File: src/rtl/axi_sysbus_slave.sv
// AXI single-beat slave bridging AW/W/AR/B/R channels onto a strobe/ack system bus.
// Captures each address/data channel in its own holding register, arbitrates
// between a pending write and a pending read, and guards every bus access
// with an ack timeout that turns into a SLVERR response.
module axi_sysbus_slave #(
   parameter int AW = 32,
   parameter int DW = 64,
   parameter int IW = 4,
   parameter int TO = 32
) (
   input  logic            aclk_i,
   input  logic            rst_i,
   input  logic [IW-1:0]   awid_i,
   input  logic [AW-1:0]   awaddr_i,
   input  logic            awvalid_i,
   output logic            awready_o,
   input  logic [DW-1:0]   wdata_i,
   input  logic [DW/8-1:0] wstrb_i,
   input  logic            wlast_i,
   input  logic            wvalid_i,
   output logic            wready_o,
   output logic [IW-1:0]   bid_o,
   output logic [1:0]      bresp_o,
   output logic            bvalid_o,
   input  logic            bready_i,
   input  logic [IW-1:0]   arid_i,
   input  logic [AW-1:0]   araddr_i,
   input  logic            arvalid_i,
   output logic            arready_o,
   output logic [IW-1:0]   rid_o,
   output logic [DW-1:0]   rdata_o,
   output logic [1:0]      rresp_o,
   output logic            rlast_o,
   output logic            rvalid_o,
   input  logic            rready_i,
   output logic [AW-1:0]   sys_addr_o,
   output logic [DW-1:0]   sys_wdata_o,
   output logic [DW/8-1:0] sys_sel_o,
   output logic            sys_wen_o,
   output logic            sys_ren_o,
   input  logic [DW-1:0]   sys_rdata_i,
   input  logic            sys_err_i,
   input  logic            sys_ack_i
);

   localparam int CW = $clog2(TO + 1);
   localparam logic [1:0] RESP_OKAY   = 2'b00;
   localparam logic [1:0] RESP_SLVERR = 2'b10;

   typedef enum logic [2:0] {IDLE, WR_STB, RD_STB, WAIT_ACK, B_RESP, R_RESP} state_t;

   state_t            state_q, state_d;
   logic              aw_full_q, aw_full_d, w_full_q, w_full_d, ar_full_q, ar_full_d;
   logic [IW-1:0]     awid_q, awid_d, arid_q, arid_d;
   logic [AW-1:0]     awaddr_q, awaddr_d, araddr_q, araddr_d;
   logic [DW-1:0]     wdata_q, wdata_d;
   logic [DW/8-1:0]   wstrb_q, wstrb_d;
   logic              awready_q, awready_d, wready_q, wready_d, arready_q, arready_d;
   logic              wr_next_q, wr_next_d, is_wr_q, is_wr_d;
   logic [CW-1:0]     cnt_q, cnt_d;
   logic [AW-1:0]     sys_addr_q, sys_addr_d;
   logic [DW-1:0]     sys_wdata_q, sys_wdata_d;
   logic [DW/8-1:0]   sys_sel_q, sys_sel_d;
   logic [IW-1:0]     bid_q, bid_d, rid_q, rid_d;
   logic [1:0]        bresp_q, bresp_d, rresp_q, rresp_d, resp;
   logic [DW-1:0]     rdata_q, rdata_d;

   logic aw_hs, w_hs, ar_hs, b_hs, r_hs;
   logic wr_rdy, rd_rdy, contested, pick_wr, pick_rd;
   logic unused_wlast;

   // Single-beat only: the last flag carries no information here.
   assign unused_wlast = wlast_i;

   assign aw_hs = awvalid_i & awready_q;
   assign w_hs  = wvalid_i  & wready_q;
   assign ar_hs = arvalid_i & arready_q;
   assign b_hs  = (state_q == B_RESP) & bready_i;
   assign r_hs  = (state_q == R_RESP) & rready_i;

   assign wr_rdy    = aw_full_q & w_full_q;
   assign rd_rdy    = ar_full_q;
   assign contested = wr_rdy & rd_rdy;
   assign pick_wr   = wr_rdy & (~rd_rdy | wr_next_q);
   assign pick_rd   = rd_rdy & ~pick_wr;

   // Holding registers: fill on the channel handshake, empty on the matching response handshake.
   always_comb begin
      // NOTE: every always_comb output gets a default first so no path leaves it unassigned (no latch).
      aw_full_d = aw_full_q;
      awid_d    = awid_q;
      awaddr_d  = awaddr_q;
      w_full_d  = w_full_q;
      wdata_d   = wdata_q;
      wstrb_d   = wstrb_q;
      ar_full_d = ar_full_q;
      arid_d    = arid_q;
      araddr_d  = araddr_q;
      if (aw_hs) begin
         aw_full_d = 1'b1;
         awid_d    = awid_i;
         awaddr_d  = awaddr_i;
      end else if (b_hs) begin
         aw_full_d = 1'b0;
      end
      if (w_hs) begin
         w_full_d = 1'b1;
         wdata_d  = wdata_i;
         wstrb_d  = wstrb_i;
      end else if (b_hs) begin
         w_full_d = 1'b0;
      end
      if (ar_hs) begin
         ar_full_d = 1'b1;
         arid_d    = arid_i;
         araddr_d  = araddr_i;
      end else if (r_hs) begin
         ar_full_d = 1'b0;
      end
      // Ready is registered so it reads 0 while reset is held.
      awready_d = ~aw_full_d;
      wready_d  = ~w_full_d;
      arready_d = ~ar_full_d;
   end

   // Access FSM: arbitration, strobe, ack/timeout wait and response hand-back.
   always_comb begin
      state_d     = state_q;
      wr_next_d   = wr_next_q;
      is_wr_d     = is_wr_q;
      cnt_d       = cnt_q;
      sys_addr_d  = sys_addr_q;
      sys_wdata_d = sys_wdata_q;
      sys_sel_d   = sys_sel_q;
      bid_d       = bid_q;
      bresp_d     = bresp_q;
      rid_d       = rid_q;
      rresp_d     = rresp_q;
      rdata_d     = rdata_q;
      resp        = (sys_ack_i && !sys_err_i) ? RESP_OKAY : RESP_SLVERR;
      unique case (state_q)
         IDLE: begin
            if (pick_wr) begin
               is_wr_d = 1'b1;
               if (contested) wr_next_d = ~wr_next_q;
               if (wstrb_q == '0) begin
                  // Nothing to write: answer immediately without touching the bus.
                  state_d = B_RESP;
                  bid_d   = awid_q;
                  bresp_d = RESP_OKAY;
               end else begin
                  state_d     = WR_STB;
                  sys_addr_d  = awaddr_q;
                  sys_wdata_d = wdata_q;
                  sys_sel_d   = wstrb_q;
               end
            end else if (pick_rd) begin
               is_wr_d    = 1'b0;
               if (contested) wr_next_d = ~wr_next_q;
               state_d    = RD_STB;
               sys_addr_d = araddr_q;
               sys_sel_d  = '1;
            end
         end
         WR_STB, RD_STB: begin
            state_d = WAIT_ACK;
            cnt_d   = '0;
         end
         WAIT_ACK: begin
            cnt_d = cnt_q + CW'(1);
            if (sys_ack_i || cnt_q == CW'(TO - 1)) begin
               cnt_d = '0;
               if (is_wr_q) begin
                  state_d = B_RESP;
                  bid_d   = awid_q;
                  bresp_d = resp;
               end else begin
                  state_d = R_RESP;
                  rid_d   = arid_q;
                  rresp_d = resp;
                  rdata_d = sys_ack_i ? sys_rdata_i : '0;
               end
            end
         end
         B_RESP: if (bready_i) state_d = IDLE;
         R_RESP: if (rready_i) state_d = IDLE;
         default: state_d = IDLE;
      endcase
   end

   // State and datapath registers with synchronous reset.
   always_ff @(posedge aclk_i) begin
      // NOTE: sequential state uses non-blocking assignment so all flops update from pre-edge values.
      if (rst_i) begin
         state_q     <= IDLE;
         aw_full_q   <= 1'b0;
         w_full_q    <= 1'b0;
         ar_full_q   <= 1'b0;
         awid_q      <= '0;
         awaddr_q    <= '0;
         wdata_q     <= '0;
         wstrb_q     <= '0;
         arid_q      <= '0;
         araddr_q    <= '0;
         awready_q   <= 1'b0;
         wready_q    <= 1'b0;
         arready_q   <= 1'b0;
         wr_next_q   <= 1'b1;
         is_wr_q     <= 1'b0;
         cnt_q       <= '0;
         sys_addr_q  <= '0;
         sys_wdata_q <= '0;
         sys_sel_q   <= '0;
         bid_q       <= '0;
         bresp_q     <= '0;
         rid_q       <= '0;
         rresp_q     <= '0;
         rdata_q     <= '0;
      end else begin
         state_q     <= state_d;
         aw_full_q   <= aw_full_d;
         w_full_q    <= w_full_d;
         ar_full_q   <= ar_full_d;
         awid_q      <= awid_d;
         awaddr_q    <= awaddr_d;
         wdata_q     <= wdata_d;
         wstrb_q     <= wstrb_d;
         arid_q      <= arid_d;
         araddr_q    <= araddr_d;
         awready_q   <= awready_d;
         wready_q    <= wready_d;
         arready_q   <= arready_d;
         wr_next_q   <= wr_next_d;
         is_wr_q     <= is_wr_d;
         cnt_q       <= cnt_d;
         sys_addr_q  <= sys_addr_d;
         sys_wdata_q <= sys_wdata_d;
         sys_sel_q   <= sys_sel_d;
         bid_q       <= bid_d;
         bresp_q     <= bresp_d;
         rid_q       <= rid_d;
         rresp_q     <= rresp_d;
         rdata_q     <= rdata_d;
      end
   end

   assign awready_o   = awready_q;
   assign wready_o    = wready_q;
   assign arready_o   = arready_q;
   assign bid_o       = bid_q;
   assign bresp_o     = bresp_q;
   assign bvalid_o    = (state_q == B_RESP);
   assign rid_o       = rid_q;
   assign rdata_o     = rdata_q;
   assign rresp_o     = rresp_q;
   assign rvalid_o    = (state_q == R_RESP);
   assign rlast_o     = (state_q == R_RESP);
   assign sys_addr_o  = sys_addr_q;
   assign sys_wdata_o = sys_wdata_q;
   assign sys_sel_o   = sys_sel_q;
   assign sys_wen_o   = (state_q == WR_STB);
   assign sys_ren_o   = (state_q == RD_STB);

endmodule
File: config.mk
export PLATFORM = sky130hd
export DESIGN_NAME = axi_sysbus_slave
export DESIGN_NICKNAME = d
export VERILOG_FILES = /design/src/rtl/axi_sysbus_slave.sv
export SDC_FILE = /design/constraint.sdc
export NUM_CORES = 1
export LEC_CHECK = 0
export ABC_CLOCK_PERIOD_IN_PS = 2000
export BUFFER_PORTS_ARGS = -buffer_cell sky130_fd_sc_hd__buf_4
export CORE_MARGIN = 2
export CORE_UTILIZATION = 40
export CTS_CLUSTER_DIAMETER = 100
export DETAILED_ROUTE_END_ITERATION = 12
export GPL_TIMING_DRIVEN = 0
export HOLD_SLACK_MARGIN = 0.03
export PLACE_DENSITY_LB_ADDON = 0.08
export SLEW_MARGIN = 5
export SYNTH_ARGS = -nofsm -noshare
export SYNTH_HDL_FRONTEND = slang
export SYNTH_SLANG_ARGS = --single-unit
File: constraint.sdc
create_clock -name aclk_i -period 2 [get_ports aclk_i]
set_input_delay 0.1 -clock aclk_i [delete_from_list [all_inputs] [get_ports aclk_i]]
set_output_delay 0.1 -clock aclk_i [all_outputs]
set_load 0.02 [all_outputs]
# == After elaboration in Yosys (flattened, before gate mapping) ==
# Cells that the tools add are included.
# totals
regBits,341
latch_bits,0
mem_bits_rw,0
romBits,0
in_bits,218
output_inout_bits,188
word_cells,111
mem_count,0
# classes
addsub,1
mul,0
n_div,0
n_lt_le_gt_ge,0
n_eq_ne,14
n_shift,0
muxes,39
n_bitwise,18
n_reduce_logical,15
# op_table
op,n
$mux 32,3
$mux 64,1
$mux 8,3
$mux 3,6
$mux 4,4
$pmux 3 s5,1
$mux 1,12
$pmux 6 s2,1
$mux 2,5
$ne 2x2->1 const B,5
$and 1x1->1,9
$reduce_and 3->1,3
$logic_not 8->1,1
$not 1->1,8
$pmux 4 s2,1
$add 6x1->6 const B,1
$eq 3x2->1 const B,2
$eq 3x3->1 const B,2
$eq 6x5->1 const B,1
$mux 6,1
$reduce_bool 2->1,3
$reduce_and 5->1,1
$ne 2x1->1 const B,2
$pmux 2 s2,1
other kinds (10),10

# == Logic depth before layout (Yosys ltp) ==
# Gate-level depths: netlist (run 1).
# logic_depth
word_depth,8
depth_mapped,8
depth_no_buf,6

# == Worst setup path before layout (run 1) ==
# No wires, ideal clock.
# synth_path
kind,flip-flop to flip-flop
from,reg state_q[0]
to,"reg sys_wdata_q[12], in the netlist sys_wdata_o[12]"
setup_time_ps,143
arrival_time_ps,1596
t_required_ps,1857
setup_slack_ps,261
stages_incl_launch_ff,8
path_buffers,3
period_less_slack_ps,1739
path_cell_list,dfxtp_1 -> or3_1 -> buf_2 -> or3_4 -> buf_8 -> buf_8 -> nand2_2 -> a21oi_2
# synth_via
elab_chain_len,2
# synth_rtl
item,line,source
from (decl),52,"state_t state_q, state_d;"
from (signal assigned),220,state_q <= state_d;
$logic_not 3->1,141,unique case (state_q)
$reduce_and 3->1 (no line),n/a,
to (signal assigned),237,sys_wdata_q <= sys_wdata_d;
to (decl),62,"logic [DW-1:0] sys_wdata_q, sys_wdata_d;"
# Every way passes these cells.
# A chain may end at the register's enable or synchronous reset.

# == Worst setup path in the final report (run 1) ==
# layout_path
from,reg state_q[0]
to,"reg bid_q[1], in the netlist bid_o[1]"
# layout_via
elab_chain_len,3
elab_cells_between_ends,9
classes_between,eq/ne (5); mux (1); reduce/logical (3)
# layout_rtl
item,line,source
$eq 3x2->1 or $logic_not 3->1 (tied branches),141,
$ne 2x2->1 (no line) or $reduce_bool 2->1 (tied branches),n/a,
$reduce_and 5->1 (no line),n/a,
to (signal assigned),239,bid_q <= bid_d;
to (decl),64,"logic [IW-1:0] bid_q, bid_d, rid_q, rid_d;"
# Several ways; a longest one is shown, not always the timed one.

==> results of run 1 <==
## registers in the layout, indices dropped and copies added, names as in the netlist, 3 cells and up
name,count
rdata_o,64
sys_wdata_o,64
wdata_q,64
araddr_q,32
awaddr_q,32
sys_addr_o,32
sys_sel_o,8
wstrb_q,8
cnt_q,6
arid_q,4
awid_q,4
bid_o,4
rid_o,4
state_q,3
## power breakdown
part	internal [mW]	total (mW)	switching [mW]
clock	4.42	7.21	2.79
combinational	1.35	2.94	1.59
sequential	7.14	7.38	0.244
total	12.9	17.5	4.62
## final cells by class
cell class | instances | area [µm²]
Buffer | 118 | 609
Clock buffer | 57 | 1170
Inverter | 3 | 11.3
Multi-Input combinational cell | 1028 | 5350
Tap cell | 402 | 503
Fill cell | 2701 | 11700
Timing Repair Buffer | 611 | 5110
Sequential cell | 339 | 6790
Clock inverter | 12 | 138
## what timing repair did
item | in CTS | in global routing
hold buffers | 211 | 0
endpoints found under the setup margin | 103 | 147
pin swaps | 0 | 1
endpoints found under the hold margin | 216 | 0
resized for setup | 5 | 26
## cells by family after synthesis
kind of cell	Yosys count	synth area share
compound gates	343	0.187
fa+ha+maj	1	0.000986
mux	10	0.00789
buf+inv	123	0.0467
simple gates	672	0.222
other cells	1	0.000296
flops	339	0.535
## Yosys cell counts, types with 7 or more instances
cell	number	area share
clkbuf_1	80	0.024
nand2b_1	10	0.0049
a21oi_1	158	0.062
mux2i_1	10	0.0079
buf_8	7	0.0083
a311oi_2	10	0.012
a22oi_1	66	0.039
nor3_1	11	0.0043
a21oi_2	60	0.041
nor2_1	130	0.038
a211oi_1	8	0.0047
a311oi_1	23	0.016
nand2_2	60	0.030
nand2_1	432	0.13
dfxtp_1	339	0.54
buf_2	23	0.0091
## critical path, stage by stage, from the launching register on
cell	delay, ns
dfxtp_1	0.36
buf_2	0.21
nor3_1	0.51
nand3_1	0.23
a21oi_4	0.30
mux2i_1	0.20
## metrics by stage
step           std cells  setup WS (ns)  area [µm²]  utilization  hold WS [ns]
2_1_floorplan       1490          0.261       12700            -         0.236
3_3_place_gp        2292         -0.295       16200        0.516         0.334
3_5_place_dp        2292         -0.329       16200        0.516         0.342
4_1_cts             2571        0.00631       19600        0.625        0.0604
5_1_grt             2570      -0.000305       19700        0.627         0.140
6_report            2570         0.0959       19700        0.627        0.0680
## layer usage
layer  GRT usage  wire (µm)  up-vias  part of all wire
met1       0.305      17900     5836              0.42
li1            -          -     6260                 -
met5           0          0        -                 0
met2       0.429      20200      435              0.48
met4      0.0835       1420        0             0.034
met3      0.0501       2660       95             0.063
## worst min path at each step
stage / from / to / slack [ns]
after floorplan: araddr_i[0] / araddr_q[0]$_SDFFE_PP0P_ / 0.24
after global placement: sys_rdata_i[3] / rdata_o[3]$_SDFFE_PP0P_ / 0.33
after detailed placement: sys_rdata_i[26] / rdata_o[26]$_SDFFE_PP0P_ / 0.34
after CTS: sys_ack_i / state_q[1]$_SDFFE_PP0P_ / 0.06
after global routing: sys_ack_i / state_q[1]$_SDFFE_PP0P_ / 0.14
final: sys_ack_i / state_q[1]$_SDFFE_PP0P_ / 0.07
==> impl_metrics.ini, run 1 <==
[outcome]
outcome = finished clean

[detailed_routing]
first_pass_iters = 5
via_per_inst = 4.91
wirelength_um = 42200
drt_iter0_markers = 509
wl_per_cell_um = 16.4
vias = 12626
ant_nets = 0
drc = 0

[synthesis]
synthArstFlopShare = 0
ys_seq_area_frac = 0.535
ys_types = 48
synth_seq_cells = 339
yosys_warnings = 0
ys.flop_type = dfxtp_1
netlist_instances = 1489
synth_area_mm2 = 0.0127
synth-edff-count = 0
post_synth.cell_area_avg_um2 = 8.52

[floorplanning]
die_y_um = 182
core_mm2 = 0.0314
die_x_um = 182
die_area_mm2 = 0.0331
rows = 65
ios = 406
start_util = 0.404

[layout]
final_cell_mix = nand2_1 (432), buf_4 (409), dfxtp_1 (339)
nets = 2358
drive_gt1_frac = 0.298
area_growth_pct = 55.1
antenna_cells = 0
layout_commonest_cell = nand2_1

[cts]
clk_latency_ns = 0.52
clock_sinks = 339
cts.root.buffer_cell = clkbuf_16
cts_max_path_buffers = 3
clkTransAtPathRegs_ns = 0.06
cts_tree = yes
h-tree-depth = 2
cts_buffers = 38
cts_setup_buffers = 0

[placed_design]
hpwl_um = 29000
place_congestion = 0.833
portBuffers = 400

[flow_run]
maxCapViolations = 0

[timing]
period_needed_ns = 1.90
finalSetupViolCount = 0
setup_tns_ns = 0
worst_clock_skew_ns = 0.0139
fmax_mhz = 525
slew_headroom = 0.452
slew_viol_final = 0
worst_slew_pin_slew_ns = 0.822
hold_violations = 0
fin_crit_sh = 0.952

[grt]
grt.overflow.total = 0
grt.total_usage = 0.247
grt_max_degree = 14
antenna_found_initial = 0
grt_pass1_wl_um = 65700
first_global_vias = 12609

[setup_path]
worstPathMaxFanout = 10
crit_path_end_kind = flop
endpoint = bid_o[1]$_SDFFE_PP0P_
reg2reg_depth = 5
rr_startpoint = state_q[0]$_SDFFE_PP0P_
startpoint = state_q[0]$_SDFFE_PP0P_
worst-r2r-setup-slack_ns = 0.1
critPathArrivalTime_ns = 2.34
start_kind = flop
required_ns = 2.44
crit_type = reg -> reg
rr_endpoint = bid_o[1]$_SDFFE_PP0P_

[power_and_ir_drop]
peakVddDrop_uv = 527
totalPowerFinal_mw = 17.5
p_leak_nw = 7.78
p_per_area_mw_per_mm2 = 891

[worst_hold_path]
min_path_cells = 3
min_path_type = in -> reg
Note: power is estimated with default switching activity, not from simulation.
==> run 2: changes to the inputs <==
--- a/config.mk
+++ b/config.mk
@@ -7,8 +7,10 @@
 export LEC_CHECK = 0
 export ABC_CLOCK_PERIOD_IN_PS = 2000
 export BUFFER_PORTS_ARGS = -buffer_cell sky130_fd_sc_hd__buf_4
+export CELL_PAD_IN_SITES_DETAIL_PLACEMENT = 0
+export CELL_PAD_IN_SITES_GLOBAL_PLACEMENT = 1
 export CORE_MARGIN = 2
-export CORE_UTILIZATION = 40
+export CORE_UTILIZATION = 37
 export CTS_CLUSTER_DIAMETER = 100
 export DETAILED_ROUTE_END_ITERATION = 12
 export GPL_TIMING_DRIVEN = 0
==> impl_metrics.ini, run 2 (same netlist as run 1, synthesis figures left out) <==
[outcome]
outcome = finished clean

[timing]
whs_ns = 0.0463
hold_violations = 0
period_needed_ns = 1.89
slew_headroom = 0.481
worst_slack_ns = 0.105
fin_crit_sh = 0.947
finalSetupViolCount = 0
fmax_mhz = 528
worst_clock_skew_ns = 0.0145
slew_viol_final = 0
worst_slew_pin_slew_ns = 0.772

[detailed_routing]
highest_layer = met4
ant_nets = 0
vias = 12371
wl_per_cell_um = 16.5
drt_iter0_markers = 513
met3WireLength_um = 2890
first_pass_iters = 5
via_per_inst = 4.73
wl_met2_um = 20200
drt-met1-wl_um = 18600
drc = 0
wirelength_um = 43100

[setup_path]
crit_cells = 6
slowest_stage = dfxtp_1
cpMostUsedCell = buf_2
startpoint = state_q[0]$_SDFFE_PP0P_
rr_startpoint = state_q[0]$_SDFFE_PP0P_
slowest_delay_ns = 0.36
required_ns = 2.42
crit_path_end_kind = flop
path_delay_family = compound AO/OA/AOI/OAI gates
worstPathCellList = or3_1 > buf_2 > a21oi_4 > buf_2 > nor2_1 > a311oi_2
crit_type = reg -> reg
reg2reg_depth = 6
start_kind = flop
critPathArrivalTime_ns = 2.32
critPathBufInv = 2
worstPathMaxFanout = 10

[grt]
first_global_vias = 12405
grt_max_degree = 14
grt_pass1_wl_um = 66700
grt.overflow.total = 0
grt.total_usage = 0.234
antenna_found_initial = 1

[power_and_ir_drop]
peakVddDrop_uv = 608
p_per_area_mw_per_mm2 = 880
p_leak_nw = 7.77

[layout]
final_util = 0.586
layout_commonest_cell = nand2_1
area_growth_pct = 55.2
fin_cells = 2616
final_cell_mix = nand2_1 (432), buf_4 (408), dfxtp_1 (339)
nets = 2357
drive_gt1_frac = 0.299

[cts]
h-tree-depth = 2
cts.root.buffer_cell = clkbuf_16
clock_sinks = 339
cts_max_path_buffers = 3
cts_setup_buffers = 0
cts_buffers = 38
clk_latency_ns = 0.53
clkTransAtPathRegs_ns = 0.06
cts_tree = yes

[placed_design]
place_ws_ns = -0.377
placed_cells = 2338
portBuffers = 400
place_congestion = 0.807
hpwl_um = 30200

[floorplanning]
ios = 406
core_mm2 = 0.0336
start_util = 0.377
die_x_um = 189
die_y_um = 189
die_area_mm2 = 0.0358
rows = 67

[worst_hold_path]
min_path_cells = 3
hold_start = sys_ack_i
min_path_type = in -> reg

[flow_run]
maxCapViolations = 0
==> run 2: path summary, 6_finish.rpt <==
path | endpoint | slack, ns
max | sys_addr_o[22]$_SDFFE_PP0P_ | 0.11
max reg2reg | sys_addr_o[22]$_SDFFE_PP0P_ | 0.11
min | state_q[1]$_SDFFE_PP0P_ | 0.05
min reg2reg | wdata_q[29]$_SDFFE_PP0P_ | 0.45
==> run 2: tightest hold or removal path: cells and delay by family <==
family	cells	cell delay, ns
AND/OR/NAND/NOR	1	0.15
AO/OA/AOI/OAI	1	0.11
buffers and inverters	1	0.18
==> run 2: what timing repair did <==
action	4_1_cts	5_1_grt
gates resized for setup	7	24
pin swaps	0	1
gates cloned	0	0
hold buffers	211	0
endpoints found under the setup margin	107	173
endpoints found under the hold margin	216	0
==> run 2: layer usage <==
metal,vias up,global-route usage
met5,-,0
li1,6253,-
met3,82,0.0534
met4,0,0.0826
met2,370,0.395
met1,5666,0.293
==> run 2: cell type report <==
type | count | area (µm²)
tap | 448 | 561
timing repair buffer | 611 | 5110
clock buffer | 58 | 1140
antenna | 1 | 2.50
fill | 3091 | 13900
buffer | 117 | 606
clock inverter | 11 | 113
multi-input combinational | 1028 | 5350
sequential | 339 | 6790
inverter | 3 | 11.3
==> run 2: per-stage QoR <==
stage,setup TNS (ns),area [µm²],power [mW]
after floorplan,0,12700,8.93
after global routing,-0.0212,19700,18.1
after CTS,0,19600,17.5
final,0,19700,17.3
after detailed placement,-14.40,16200,10.1
after global placement,-13.16,16200,10.1
==> run 2: report_power, final <==
part / internal, mW / total, mW / switching (mW) / leakage (nW)
Clock: 4.19 / 7.00 / 2.81 / 0.622
Combinational: 1.35 / 2.94 / 1.59 / 4.39
Sequential: 7.14 / 7.38 / 0.244 / 2.75
Total: 12.7 / 17.3 / 4.65 / 7.77
==> run 3: changes to the inputs <==
--- a/config.mk
+++ b/config.mk
@@ -16,6 +16,7 @@
 export GPL_TIMING_DRIVEN = 0
 export HOLD_SLACK_MARGIN = 0.03
 export PLACE_DENSITY_LB_ADDON = 0.08
+export REMOVE_ABC_BUFFERS = 1
 export SLEW_MARGIN = 5
 export SYNTH_ARGS = -nofsm -noshare
 export SYNTH_HDL_FRONTEND = slang
==> impl_metrics.ini, run 3 (same netlist as run 1, synthesis figures left out) <==
[cts]
cts.root.buffer_cell = clkbuf_16
clk_latency_ns = 0.52
cts_buffers = 39
h-tree-depth = 2
cts_tree = yes
clkTransAtPathRegs_ns = 0.06
clock_sinks = 339
cts_max_path_buffers = 3

[layout]
area_growth_pct = 59.7
layout_commonest_cell = nand2_1
num-fill-cells = 3056
final_cell_mix = nand2_1 (429), buf_4 (412), dfxtp_1 (336)
drive_gt1_frac = 0.314
regArea_mm2 = 0.00679
multiInputGateArea_mm2 = 0.00548
nets = 2318

[timing]
whs_ns = 0.230
worst_clock_skew_ns = 0.0187
slew_viol_final = 0
hold_violations = 0
setup_tns_ns = 0
slew_headroom = 0.430
fmax_mhz = 513
period_needed_ns = 1.95
worst_slew_pin_slew_ns = 0.852
fin_crit_sh = 0.975
finalSetupViolCount = 0

[floorplanning]
start_util = 0.377
die_area_mm2 = 0.0358
die_x_um = 189
die_y_um = 189
core_mm2 = 0.0336
rows = 67
ios = 406

[setup_path]
slowest_stage = dlygate4sd3_1
path_delay_family = compound AO/OA/AOI/OAI gates
start_kind = flop
critPathBufInv = 1
required_ns = 2.43
worstPathCellList = mux2i_1 > dlygate4sd3_1 > nand2_1 > o311ai_1 > a211o_1 > a21oi_1
crit_type = reg -> reg
worst-r2r-setup-slack_ns = 0.05
crit_path_end_kind = flop
critPathArrivalTime_ns = 2.38
slowest_delay_ns = 0.56
worstPathMaxFanout = 14

[grt]
antenna_found_initial = 1
grt_max_degree = 127
first_global_vias = 11914
grt.overflow.total = 0
grt_pass1_wl_um = 63800
grt.total_usage = 0.221

[detailed_routing]
vias = 12316
drt_iter0_markers = 537
drc = 0
ant_nets = 0
first_pass_iters = 5
via_per_inst = 4.78
wirelength_um = 41700
wl_per_cell_um = 16.2

[placed_design]
portBuffers = 402
hpwl_um = 24700
place_congestion = 0.757

[worst_hold_path]
min_path_type = in -> reg

[outcome]
outcome = finished clean

[flow_run]
maxCapViolations = 0

[power_and_ir_drop]
peakVddDrop_uv = 562
p_per_area_mw_per_mm2 = 874
p_leak_nw = 8.07
run 3: changes by cell type in the layout (fill, tap and decap cells not counted), moves of 5 or more:
cell           delta
clkbuf_1         -74
nor2_1            -6
buf_8             -5
dlygate4sd3_1    +35
buf_12           +14
buf_16            +8
buf_2            -12
nor2_2            +6
clkbuf_4         -10
run 3: tightest hold or removal path: cells and delay by family:
family                 cells  cell delay (ns)
and+or+nand+nor            2             0.23
buffers and inverters      2             0.30
AOI/OAI and AO/OA          1             0.05
run 3: per-layer routing:
layer  global-route usage  vias up  share of wire
li1                     -     6184              -
met1                0.271     5719           0.43
met2                0.380      336           0.48
met3               0.0500       77          0.064
met4               0.0775        0          0.033
met5                    0        -              0
run 3: repair_timing:
action / in CTS / in global routing
hold buffers: 246 / 0
gates cloned: 4 / 2
resized for setup: 9 / 17
setup endpoints to repair: 135 / 145
setup buffers: 6 / 13
endpoints found under the hold margin: 242 / 0
pin swaps: 6 / 10
run 3: layout make-up:
class                           count  share of cell area
Clock inverter                      8             0.00445
Inverter                            3            0.000556
Multi-Input combinational cell   1034               0.271
Timing Repair Buffer              682               0.301
Antenna cell                        1            0.000124
Sequential cell                   339               0.335
Tap cell                          448              0.0277
Clock buffer                       63              0.0607
run 3: power by group:
part | internal [mW] | switching (mW) | total, mW | leakage [nW]
combinational | 1.47 | 1.61 | 3.08 | 4.66
clock | 4.45 | 2.75 | 7.20 | 0.655
sequential | 7.14 | 0.267 | 7.41 | 2.75
run 3: stage by stage:
step | setup slack, ns | power [mW] | cell area [µm²] | utilization | std cells
floorplan | -1.75 | 8.73 | 12100 | - | 1370
global placement | -3.66 | 9.91 | 15700 | 0.467 | 2220
detailed placement | -0.647 | 10.0 | 16100 | 0.478 | 2235
CTS | 0.000704 | 17.8 | 20000 | 0.595 | 2562
global route | -0.000327 | 18.5 | 20200 | 0.602 | 2578
finish | 0.0493 | 17.7 | 20200 | 0.602 | 2578
run 3: path summary, 6_finish.rpt:
check                           start                            to  depth (start not counted)
min reg2reg  wdata_q[32]$_SDFFE_PP0P_  sys_wdata_o[32]$_SDFFE_PP0P_                          2
max           state_q[0]$_SDFFE_PP0P_       state_q[2]$_SDFFE_PP0P_                          6
min                          wvalid_i      wdata_q[41]$_SDFFE_PP0P_                          5
max reg2reg   state_q[0]$_SDFFE_PP0P_       state_q[2]$_SDFFE_PP0P_                          6
